### src/rtl/prv32_id_ex_stage_pkg.sv
// Shared definitions for the RV32 ID/EX stage: control-bundle bit positions,
// the bubble encoding and the forwarding-source select.
package prv32_id_ex_stage_pkg;

  localparam int XLEN_DEF   = 32;
  localparam int RA_W_DEF   = 5;
  localparam int CTRL_W_DEF = 8;

  // Bit positions inside the opaque downstream control bundle
  localparam int CTRL_REG_WRITE = 0;
  localparam int CTRL_MEM_READ  = 1;

  // A bubble has valid low, an all-zero control bundle and rd = x0
  localparam logic BUBBLE_VALID = 1'b0;

  typedef enum logic [1:0] {
    FWD_REG = 2'd0,
    FWD_MEM = 2'd1,
    FWD_WB  = 2'd2
  } fwd_src_e;

endpackage

### src/rtl/prv32_id_ex_stage_fwd_sel.sv
// prv32_fwd_sel: forwarding select for one EX operand.
// EX/MEM beats MEM/WB beats the registered value; x0 is never forwarded.
// With fwd_en tied low the select collapses to the registered value.
module prv32_fwd_sel
  import prv32_id_ex_stage_pkg::*;
#(
  parameter int XLEN = XLEN_DEF,
  parameter int RA_W = RA_W_DEF
) (
  input  logic            fwd_en,
  input  logic [RA_W-1:0] rs,
  input  logic [XLEN-1:0] reg_data,
  input  logic [RA_W-1:0] mem_rd,
  input  logic            mem_reg_write,
  input  logic [XLEN-1:0] mem_result,
  input  logic [RA_W-1:0] wb_rd,
  input  logic            wb_reg_write,
  input  logic [XLEN-1:0] wb_data,
  output logic [XLEN-1:0] data
);

  fwd_src_e src;

  // Pick the youngest in-flight producer of rs
  always_comb begin
    src = FWD_REG;
    if (fwd_en && rs != '0) begin
      if (mem_reg_write && mem_rd == rs)     src = FWD_MEM;
      else if (wb_reg_write && wb_rd == rs)  src = FWD_WB;
    end
  end

  // 3:1 operand mux
  always_comb begin
    case (src)
      FWD_MEM: data = mem_result;
      FWD_WB:  data = wb_data;
      default: data = reg_data;
    endcase
  end

endmodule

### src/rtl/prv32_id_ex_stage.sv
// prv32_id_ex_stage: ID/EX pipeline register feeding the ALU.
// Captures ID operands/control, bypasses WB data at capture, forwards
// EX/MEM and MEM/WB results into the ALU operands, and inserts bubbles
// on load-use stall or branch flush.
// Build option: define PRV32_FORWARDING_EN to enable EX-stage forwarding;
// without it operands come straight from the register and the stage
// interlocks on any EX/MEM RAW dependency instead.
module prv32_id_ex_stage
  import prv32_id_ex_stage_pkg::*;
#(
  parameter int XLEN   = XLEN_DEF,
  parameter int RA_W   = RA_W_DEF,
  parameter int CTRL_W = CTRL_W_DEF
) (
  input  logic              clk,
  input  logic              rst,
  input  logic              id_valid,
  input  logic [XLEN-1:0]   id_pc,
  input  logic [XLEN-1:0]   id_rs1_data,
  input  logic [XLEN-1:0]   id_rs2_data,
  input  logic [XLEN-1:0]   id_imm,
  input  logic [RA_W-1:0]   id_rs1,
  input  logic [RA_W-1:0]   id_rs2,
  input  logic [RA_W-1:0]   id_rd,
  input  logic [3:0]        id_alufn,
  input  logic              id_a_sel_pc,
  input  logic              id_b_sel_imm,
  input  logic [CTRL_W-1:0] id_ctrl,
  input  logic              flush,
  input  logic [RA_W-1:0]   mem_rd,
  input  logic              mem_reg_write,
  input  logic [XLEN-1:0]   mem_result,
  input  logic [RA_W-1:0]   wb_rd,
  input  logic              wb_reg_write,
  input  logic [XLEN-1:0]   wb_data,
  output logic              stall,
  output logic              ex_valid,
  output logic [XLEN-1:0]   ex_pc,
  output logic [RA_W-1:0]   ex_rd,
  output logic [CTRL_W-1:0] ex_ctrl,
  output logic [3:0]        ex_alufn,
  output logic [XLEN-1:0]   alu_a,
  output logic [XLEN-1:0]   alu_b,
  output logic [XLEN-1:0]   ex_store_data
);

`ifdef PRV32_FORWARDING_EN
  localparam logic FWD_EN = 1'b1;
`else
  localparam logic FWD_EN = 1'b0;
`endif

  logic [1:0][RA_W-1:0] id_rs, ex_rs;
  logic [1:0][XLEN-1:0] id_rs_data, cap_rs_data, ex_rs_data, fwd_rs;
  logic [XLEN-1:0]      ex_imm;
  logic                 ex_a_sel_pc, ex_b_sel_imm;
  logic                 hazard, bubble;

  assign id_rs      = {id_rs2, id_rs1};
  assign id_rs_data = {id_rs2_data, id_rs1_data};

  // Capture-time WB bypass covers the register-file write/read same-cycle gap
  for (genvar g = 0; g < 2; g++) begin : g_cap
    assign cap_rs_data[g] = (wb_reg_write && wb_rd != '0 && wb_rd == id_rs[g])
                            ? wb_data : id_rs_data[g];
  end

`ifdef PRV32_FORWARDING_EN
  // Only a load in EX cannot be covered by forwarding; rs2 is checked even for imm forms
  assign hazard = id_valid && ex_valid && ex_ctrl[CTRL_MEM_READ] && ex_rd != '0 &&
                  (ex_rd == id_rs1 || ex_rd == id_rs2);
`else
  logic ex_haz, mem_haz;
  // Without forwarding, any producer still in EX or MEM must drain to WB first
  assign ex_haz  = ex_valid && ex_ctrl[CTRL_REG_WRITE] && ex_rd != '0 &&
                   (ex_rd == id_rs1 || ex_rd == id_rs2);
  assign mem_haz = mem_reg_write && mem_rd != '0 &&
                   (mem_rd == id_rs1 || mem_rd == id_rs2);
  assign hazard  = id_valid && (ex_haz || mem_haz);
`endif

  // Flush wins so the fetch redirect is never held
  assign stall  = hazard && !flush;
  assign bubble = flush || stall;

  // Control half of the register: cleared on reset and on any bubble
  always_ff @(posedge clk) begin
    if (rst || bubble) begin
      ex_valid <= BUBBLE_VALID;
      ex_ctrl  <= '0;
      ex_rd    <= '0;
    end else begin
      ex_valid <= id_valid;
      ex_ctrl  <= id_valid ? id_ctrl : '0;
      ex_rd    <= id_rd;
    end
  end

  // Data half of the register: cleared on reset, held on a bubble
  always_ff @(posedge clk) begin
    if (rst) begin
      ex_pc        <= '0;
      ex_alufn     <= '0;
      ex_rs        <= '0;
      ex_rs_data   <= '0;
      ex_imm       <= '0;
      ex_a_sel_pc  <= 1'b0;
      ex_b_sel_imm <= 1'b0;
    end else if (!bubble) begin
      ex_pc        <= id_pc;
      ex_alufn     <= id_alufn;
      ex_rs        <= id_rs;
      ex_rs_data   <= cap_rs_data;
      ex_imm       <= id_imm;
      ex_a_sel_pc  <= id_a_sel_pc;
      ex_b_sel_imm <= id_b_sel_imm;
    end
  end

  for (genvar g = 0; g < 2; g++) begin : g_fwd
    prv32_fwd_sel #(.XLEN(XLEN), .RA_W(RA_W)) u_fwd (
      .fwd_en        (FWD_EN),
      .rs            (ex_rs[g]),
      .reg_data      (ex_rs_data[g]),
      .mem_rd        (mem_rd),
      .mem_reg_write (mem_reg_write),
      .mem_result    (mem_result),
      .wb_rd         (wb_rd),
      .wb_reg_write  (wb_reg_write),
      .wb_data       (wb_data),
      .data          (fwd_rs[g])
    );
  end

  assign alu_a         = ex_a_sel_pc  ? ex_pc  : fwd_rs[0];
  assign alu_b         = ex_b_sel_imm ? ex_imm : fwd_rs[1];
  assign ex_store_data = fwd_rs[1];

endmodule

### config.mk
export PLATFORM = sky130hd
export DESIGN_NAME = prv32_id_ex_stage
export DESIGN_NICKNAME = d
export VERILOG_FILES = /design/src/rtl/prv32_id_ex_stage_pkg.sv /design/src/rtl/prv32_id_ex_stage_fwd_sel.sv /design/src/rtl/prv32_id_ex_stage.sv
export SDC_FILE = /design/constraint.sdc
export NUM_CORES = 1
export LEC_CHECK = 0
export ABC_CLOCK_PERIOD_IN_PS = 2120
export CAP_MARGIN = 15
export CORE_MARGIN = 3
export CORE_UTILIZATION = 43
export CTS_BUF_LIST = sky130_fd_sc_hd__clkbuf_8
export DETAILED_ROUTE_END_ITERATION = 7
export PLACE_DENSITY_LB_ADDON = 0.12
export REMOVE_ABC_BUFFERS = 1
export SETUP_SLACK_MARGIN = 0.05
export SYNTH_ARGS = -nofsm -noshare
export SYNTH_HDL_FRONTEND = slang
export SYNTH_HIERARCHICAL = 1
export SYNTH_SLANG_ARGS = --single-unit
export TNS_END_PERCENT = 10
### constraint.sdc
create_clock -name clk -period 2.12 [get_ports clk]
set_input_delay 0.424 -clock clk [delete_from_list [all_inputs] [get_ports clk]]
set_output_delay 0.424 -clock clk [all_outputs]
set_load 0.02 [all_outputs]
# After elaboration in Yosys (flattened, before gate mapping)
# Cells that the tools add are included.
# word_totals
register_bits,148
input_bits,237
out_inout_bits,147
wordCells,41
# op_classes
eq_ne,6
muxes,4
n_bitwise,1
n_reduce_logical,20
# ops
cell,count
32-bit two-way mux,4
5-bit equality test,6
5-bit nonzero test,3
1-bit logical AND,10
1-bit logical OR,5
2-bit OR reduction,1
1-bit zero test,1
1-bit inverter,1

# Logic depth before layout (Yosys ltp)
# Gate-level depths: netlist of the first run.
# logic_depth
ltp_word,9
ltp_mapped,10

# By module
# The synthesis of the first run kept the hierarchy.
# by_module_without_submodules
mod,n_inst,cells_per_inst,area_per_inst_um2
prv32_id_ex_stage,1,968,9202.6
prv32_fwd_sel,2,132,753.2

# Worst setup path before layout of the first run
# Ideal clock, no wire load.
# synth_timing
path_type,register -> output
startpoint,register ex_rd[4]
endpoint,output port stall
arrival_time_ps,1855
required_time_ps,1696
path_slack_ps,-159
path_stages_with_launch,7
n_path_buf,1
path_cell_list,dfxtp_1 > xnor2_1 > nand3_1 > o22ai_1 > a22o_1 > clkbuf_1 > nor2b_1
# synth_between
elab_chain_len,6
word_cells_on_any_way,9
# synth_rtl
item,line,rtl
"start, declared",prv32_id_ex_stage.sv:39,"output logic [RA_W-1:0] ex_rd,"
"start signal, assigned",prv32_id_ex_stage.sv:95,ex_rd <= id_rd;
5-bit equality test or 5-bit nonzero test (tied branches),"prv32_id_ex_stage.sv:76, prv32_id_ex_stage.sv:75",
1-bit logical OR or 1-bit logical AND (tied branches),"prv32_id_ex_stage.sv:76, prv32_id_ex_stage.sv:75",
1-bit logical AND *,prv32_id_ex_stage.sv:75,assign ex_haz = ex_valid && ex_ctrl[CTRL_REG_WRITE] && ex_rd != '0 &&
1-bit logical OR *,prv32_id_ex_stage.sv:79,assign hazard = id_valid && (ex_haz || mem_haz);
1-bit logical AND *,prv32_id_ex_stage.sv:79,
1-bit logical AND *,prv32_id_ex_stage.sv:83,assign stall = hazard && !flush;
"end, declared",prv32_id_ex_stage.sv:36,"output logic stall,"
# Mark *: on every way between the ends. The rest lies on a longest branch, timed or not.

# Worst setup path after layout of the first run
# layout_timing
startpoint,register ex_rd[0]
endpoint,output port stall
# The elaborated chain is that of the path after synthesis.

==> results of run 1 <==
## per-layer routing
layer  global-route usage (%)  wire, µm  up-vias
li1                         -         -     5144
met1                     35.4     16800     5302
met2                     51.8     20800      465
met3                     6.76      3060       55
met4                     9.57       941        0
met5                        0         0        -
## cells in the mapped netlist (3+ instances only)
master	number	share of area (%)
ha_1	4	0.47
nor4_1	4	0.23
nand4_1	66	3.9
and2_1	4	0.23
nor2_1	3	0.11
dfxtp_1	158	30
clkbuf_1	91	3.2
nor3_1	9	0.42
o21ai_1	10	0.47
inv_1	8	0.28
o31ai_1	64	4.5
a22oi_1	64	4.5
buf_6	21	2.2
nand2b_1	224	13
o21a_1	3	0.21
xnor2_1	42	3.4
buf_1	13	0.46
xor2_1	8	0.65
mux2_2	64	6.7
nand2_1	75	2.6
mux2i_1	144	13
nand3_1	7	0.33
nor4b_1	5	0.41
a21o_1	64	4.5
or4_1	4	0.28
o21ai_0	56	2.6
## path summary, 6_finish.rpt
kind	from	end	slack (ps)
hold / removal	rst	ex_imm[19]	280
setup reg to reg	ex_rd[2]	ex_pc[8]	70
setup / recovery	ex_rd[0]	stall	-40
hold reg to reg	ex_imm[20]	ex_imm[20]	470
## layout make-up
type	instances	area, µm²	area share, %
flip-flops and latches	158	3190	20.1
repair buffers	468	4760	30.1
diodes	1	2.50	0.0158
multi-input cells	943	7050	44.6
well taps	324	405	2.56
clock inverters	15	156	0.988
clock buffers	17	234	1.48
inverters	8	30.0	0.190
## layout by cell type (no fill, tap or decap), types with 10 or more instances in the layout
master           synthesis  layout
buf_4                    1      41
o31ai_1                 64      64
buf_2                    0      57
dlygate4sd2_1            0      25
o21ai_0                 56      56
mux2i_1                144     141
mux2_2                  64      58
a22oi_1                 64      64
nand4_1                 66      66
clkdlybuf4s50_1          0     269
buf_6                   21      18
xnor2_1                 42      38
nand2_1                 75      73
o21ai_1                 10      10
a21o_1                  64      64
buf_12                   0      31
dfxtp_1                158     151
nand2b_1               224     224
dlymetal6s2s_1           0      19
clkbuf_8                 0      17
## timing repair
item | 4_1_cts | 5_1_grt
endpoints found under the setup margin | 228 | 84
setup buffers | 5 | 4
pin swaps | 7 | 9
resized for setup | 338 | 45
cloned | 2 | 3
## critical path: cells and delay by family, from the launching register on
kind	cells	cell delay [ps]
buf+inv	2	250
simple gates	2	320
flops	1	390
compound gates	2	310
## flip-flops by register name (all words and copies together) (netlist names)
register and count:
ex_imm 32, ex_b_sel_imm 1, ex_rd 5, ex_rs_data 64, ex_ctrl 8, ex_rs 10, ex_valid 1, ex_a_sel_pc 1
ex_pc 32, ex_alufn 4
## kinds of logic after synthesis
logic type	after synthesis	synth area share, %
xor gates and xnor gates	50	4.09
other	1	0.0350
AOI/OAI and AO/OA	269	17.4
adders and majority gates	4	0.467
and+or+nand+nor	408	22.1
muxes	208	20.2
buffers and inverters	134	6.20
DFF	158	29.5
## through the flow
| stage | util (%) | setup slack [ps] | cell area (µm²) | total power [mW] | instances |
|---|---|---|---|---|---|
| after floorplan | - | -8170 | 10100 | 4.59 | 1109 |
| after global placement | 62.7 | -748 | 15300 | 5.99 | 1888 |
| after detailed placement | 62.7 | -753 | 15300 | 6.02 | 1888 |
| after CTS | 64.2 | -74.1 | 15700 | 8.32 | 1927 |
| after global routing | 64.9 | -130 | 15800 | 8.67 | 1933 |
| final | 64.9 | -40.4 | 15800 | 8.32 | 1934 |
## power by group
group / leakage (nW) / total, mW / switching, mW / internal [mW]
logic: 5.05 / 2.70 / 1.31 / 1.39
registers: 1.31 / 3.29 / 0.130 / 3.16
clock network: 0.204 / 2.33 / 1.36 / 0.975
==> flow_metrics.py, run 1 <==
metrics = {
    "status": {
        "status": "finished with violations",
        "violations": "setup timing",
    },
    "routing": {
        "drt-initial-drc-count": 727,
        "via_per_inst": 5.67,
        "drc": 0,
        "wl_mm": 41.7,
        "vias": 11000,
        "ant_nets": 0,
        "detail_route.first_pass.iterations": 6,
        "wl_per_cell_um": 21.5,
    },
    "floorplanning": {
        "start_util_pct": 43.9,
        "dieArea_mm2": 0.0268,
        "ios": 384,
        "die_x_um": 164,
        "coreArea_mm2": 0.0244,
        "die_h_um": 164,
        "rows": 57,
    },
    "synthesis": {
        "ys_warn_count": 6,
        "syn-instance-count": 1232,
        "synth_cell_types": 40,
        "ys_ff_latch": 158,
        "synth-edff-count": 0,
        "syn_area_mm2": 0.0107,
        "async_flop_share_pct": 0,
        "synth.avg_cell_area_um2": 8.69,
        "synth-main-ff-cell": "dfxtp_1",
        "seq_area_frac_synth_pct": 29.5,
    },
    "min_path": {
        "hold_depth": 3,
        "hp-class": "in -> reg",
    },
    "sta": {
        "grt_setup_unrepaired": "yes",
        "finalSetupViolCount": 1,
        "min_period_ps": 2160,
        "fin_skew_ps": 17.0,
        "holdWs_ps": 283,
        "hold_violations": 0,
        "setup_ws_ps": -40.4,
        "finalMaxSlewViolations": 0,
        "final.setup.tns_ps": -40.4,
        "max_freq_mhz": 463,
        "final.period_utilization_pct": 102,
    },
    "worst_setup_path": {
        "critPathKind": "reg -> out",
        "crit_path_end_kind": "output pin",
        "crit_required_ps": 1700,
        "cp_cell_sequence": "buf_6, nor3_4, a21oi_2, a22o_1, nor2b_4, buf_6",
        "reg2regPathDepth": 10,
        "setup.worst_path.start_class": "register",
        "cp_slowest_cell": "dfxtp_4",
        "critPathMostFrequentCell": "buf_6",
        "crit_arrival_ps": 1740,
        "critPathMaxStageDelay_ps": 390,
        "critical_path.max_fanout": 3,
    },
    "finish": {
        "area_growth_pct": 47.8,
        "fin_nets": 1837,
        "nFillCells": 2129,
        "layout-drive-gt1-share_pct": 17.7,
    },
    "global_route": {
        "grt_pass1_vias": 11000,
        "grt_pass1_wl_mm": 62.3,
        "grt_max_degree": 124,
        "grt-ovfl-total": 0,
        "grt_use_total_pct": 29.4,
        "antenna_found_initial": 0,
    },
    "power": {
        "p_per_area_mw_per_mm2": 526,
        "leakagePower_nw": 6.56,
        "ir_drop_v": 0.000389,
    },
    "placed_design": {
        "dp_hpwl_mm": 28.1,
        "io_buffers": 383,
        "gp_congestion": 0.900,
    },
    "clocking": {
        "numClockSinks": 158,
        "clock_latency_ps": 460,
        "hold_buffers": 0,
        "clk_pin_slew_worst_paths_ps": 110,
        "cts_tree": "done",
        "root_buffer": "clkbuf_8",
        "cts_buffer_depth": 2,
        "htree_levels": 4,
        "cts_made_buffers": 17,
    },
    "job": {
        "timing.max_cap.violations": 0,
    },
}
Power figures use the tool's default switching activity.
==> inputs of run 2 (changes only) <==
CELL_PAD_IN_SITES_DETAIL_PLACEMENT = 1   (was default)
CELL_PAD_IN_SITES_GLOBAL_PLACEMENT = 2   (was default)
CORE_UTILIZATION = 24   (was 43)
==> run 2 against run 1 <==
  * The flow still finishes with violations (setup timing)
  * Critical path type is now in -> out
  * Utilization decreased by 27 points
  * Clock power fell by 2%
  * First-iteration DRC count shrank 35%
  * Critical endpoint unchanged
  * Wire length is 21% higher
  * Power up 1.4%
  * Via count down 1.6%
  * Non-clock buffer count increased by 18
  * Sequential power hardly changed
  * Worst setup slack worse by 94 ps
==> flow_metrics.py, run 2 (same netlist as run 1, synthesis figures left out) <==
metrics = {
    "sta": {
        "fin_skew_ps": 16.8,
        "finalSetupViolCount": 20,
        "hold_violations": 0,
        "holdWs_ps": 295,
        "finalMaxSlewViolations": 0,
        "min_period_ps": 2250,
        "final.setup.tns_ps": -504,
        "max_freq_mhz": 444,
        "final.period_utilization_pct": 106,
        "grt_setup_unrepaired": "yes",
        "setup_ws_ps": -134,
    },
    "power": {
        "p_per_area_mw_per_mm2": 513,
        "ir_drop_v": 0.000344,
        "leakagePower_nw": 6.64,
        "power_mw": 8.44,
    },
    "floorplanning": {
        "rows": 76,
        "coreArea_mm2": 0.0436,
        "die_x_um": 217,
        "die_h_um": 217,
        "ios": 384,
        "start_util_pct": 24.6,
        "dieArea_mm2": 0.0472,
    },
    "worst_setup_path": {
        "crit_required_ps": 1700,
        "cp_slowest_cell": "clkdlybuf4s50_1",
        "setup.worst_path.start_class": "input pin",
        "critPathMaxStageDelay_ps": 560,
        "worstReg2RegEnd": "ex_imm[9]",
        "reg2regPathDepth": 9,
        "crit_buf_inv": 2,
        "reg2reg_slack_ps": 140,
        "critical_path.max_fanout": 3,
        "crit_arrival_ps": 1830,
        "crit_path_end_kind": "output pin",
        "r2r-start": "ex_rd[1]",
        "critPathKind": "in -> out",
        "crit_family": "buffers and inverters",
        "cp_cell_sequence": "clkdlybuf4s50_1, xnor2_2, nand2_1, o22ai_2, a22o_1, nor2b_4, buf_6",
    },
    "clocking": {
        "htree_levels": 4,
        "cts_buffer_depth": 2,
        "numClockSinks": 158,
        "cts_tree": "done",
        "cts_made_buffers": 17,
        "root_buffer": "clkbuf_8",
        "clock_latency_ps": 570,
        "clk_pin_slew_worst_paths_ps": 90,
        "hold_buffers": 0,
    },
    "placed_design": {
        "gp_congestion": 0.754,
        "place_ws_ps": -793,
        "dp_hpwl_mm": 33.9,
        "io_buffers": 383,
    },
    "min_path": {
        "hold_depth": 2,
        "hp-class": "in -> reg",
        "holdPathEnd": "ex_rd[0]",
        "hp-start": "rst",
    },
    "routing": {
        "vias": 10800,
        "wl_mm": 50.6,
        "via_per_inst": 4.88,
        "ant_nets": 0,
        "drc": 0,
        "wl_per_cell_um": 22.9,
        "drt-initial-drc-count": 471,
        "detail_route.first_pass.iterations": 4,
    },
    "finish": {
        "largest_reg_flops": 64,
        "final_common_cell": "clkdlybuf4s50_1",
        "final_cell_mix": "clkdlybuf4s50_1, nand2b_1, dfxtp_1",
        "top_regs": "ex_rs_data (64), ex_imm (32), ex_pc (32)",
        "fin_nets": 1855,
        "layout-drive-gt1-share_pct": 18.2,
        "top_register": "ex_rs_data",
        "area_growth_pct": 53.8,
    },
    "global_route": {
        "grt_max_degree": 73,
        "grt_use_total_pct": 20.6,
        "antenna_found_initial": 6,
        "grt_pass1_vias": 11600,
        "grt-ovfl-total": 0,
        "grt_pass1_wl_mm": 73.5,
    },
    "status": {
        "violations": "setup timing",
        "status": "finished with violations",
    },
    "job": {
        "timing.max_cap.violations": 0,
    },
}
[run 2: cell types whose count changed in the layout (fill, tap and decap cells not counted), moves of 3 or more]
cell,delta
mux2_2,-31
mux2_4,+31
buf_2,-30
buf_6,+27
dlygate4sd2_1,+21
buf_4,+17
clkdlybuf4s50_1,-10
dlymetal6s2s_1,-10
clkinv_2,+5
inv_6,-5
clkinv_4,-4
clkbuf_2,+3
[run 2: repair_timing]
action	CTS	global route
setup buffers	5	15
gates resized for setup	376	103
pin swaps	7	7
gates cloned	2	5
setup endpoints to repair	185	215
[run 2: worst max-delay path by stage]
stage / startpoint / end / cells past startpoint / slack (ps)
floorplan: mem_rd[0] / ex_a_sel_pc / 4 / -8170
global placement: mem_rd[2] / stall / 6 / -770
detailed placement: mem_rd[2] / stall / 6 / -790
CTS: id_rs2[1] / stall / 7 / -230
global route: ex_rd[1] / stall / 6 / -260
finish: id_rs1[1] / stall / 7 / -130
[run 2: stage by stage]
stage | area, µm² | std cells | util (%)
global route | 16500 | 2211 | 37.8
global placement | 15700 | 2156 | 36.0
CTS | 16000 | 2193 | 36.7
finish | 16500 | 2213 | 37.8
detailed placement | 15700 | 2156 | 36.0
floorplan | 10100 | 1109 | -
[run 2: area by class of cell]
class,count,area [µm²]
Antenna cell,3,7.51
Clock buffer,19,262
Clock inverter,11,78.8
Fill cell,5094,27100
Inverter,8,30.0
Multi-Input combinational cell,943,7160
Sequential cell,158,3180
Tap cell,585,732
Timing Repair Buffer,486,5020
[run 2: power breakdown]
group          internal, mW  switching (mW)  total [mW]
registers              3.16           0.133        3.29
logic                  1.48            1.39        2.87
clock network         0.948            1.33        2.28
total                  5.59            2.86        8.44
[run 2: per-layer routing]
layer / routed length (µm) / vias to the layer above / track usage (%)
met5: 55 / - / 0
met4: 635 / 8 / 5.00
met3: 2510 / 40 / 5.45
met2: 24900 / 233 / 35.0
met1: 22500 / 5339 / 26.0
li1: - / 5170 / -
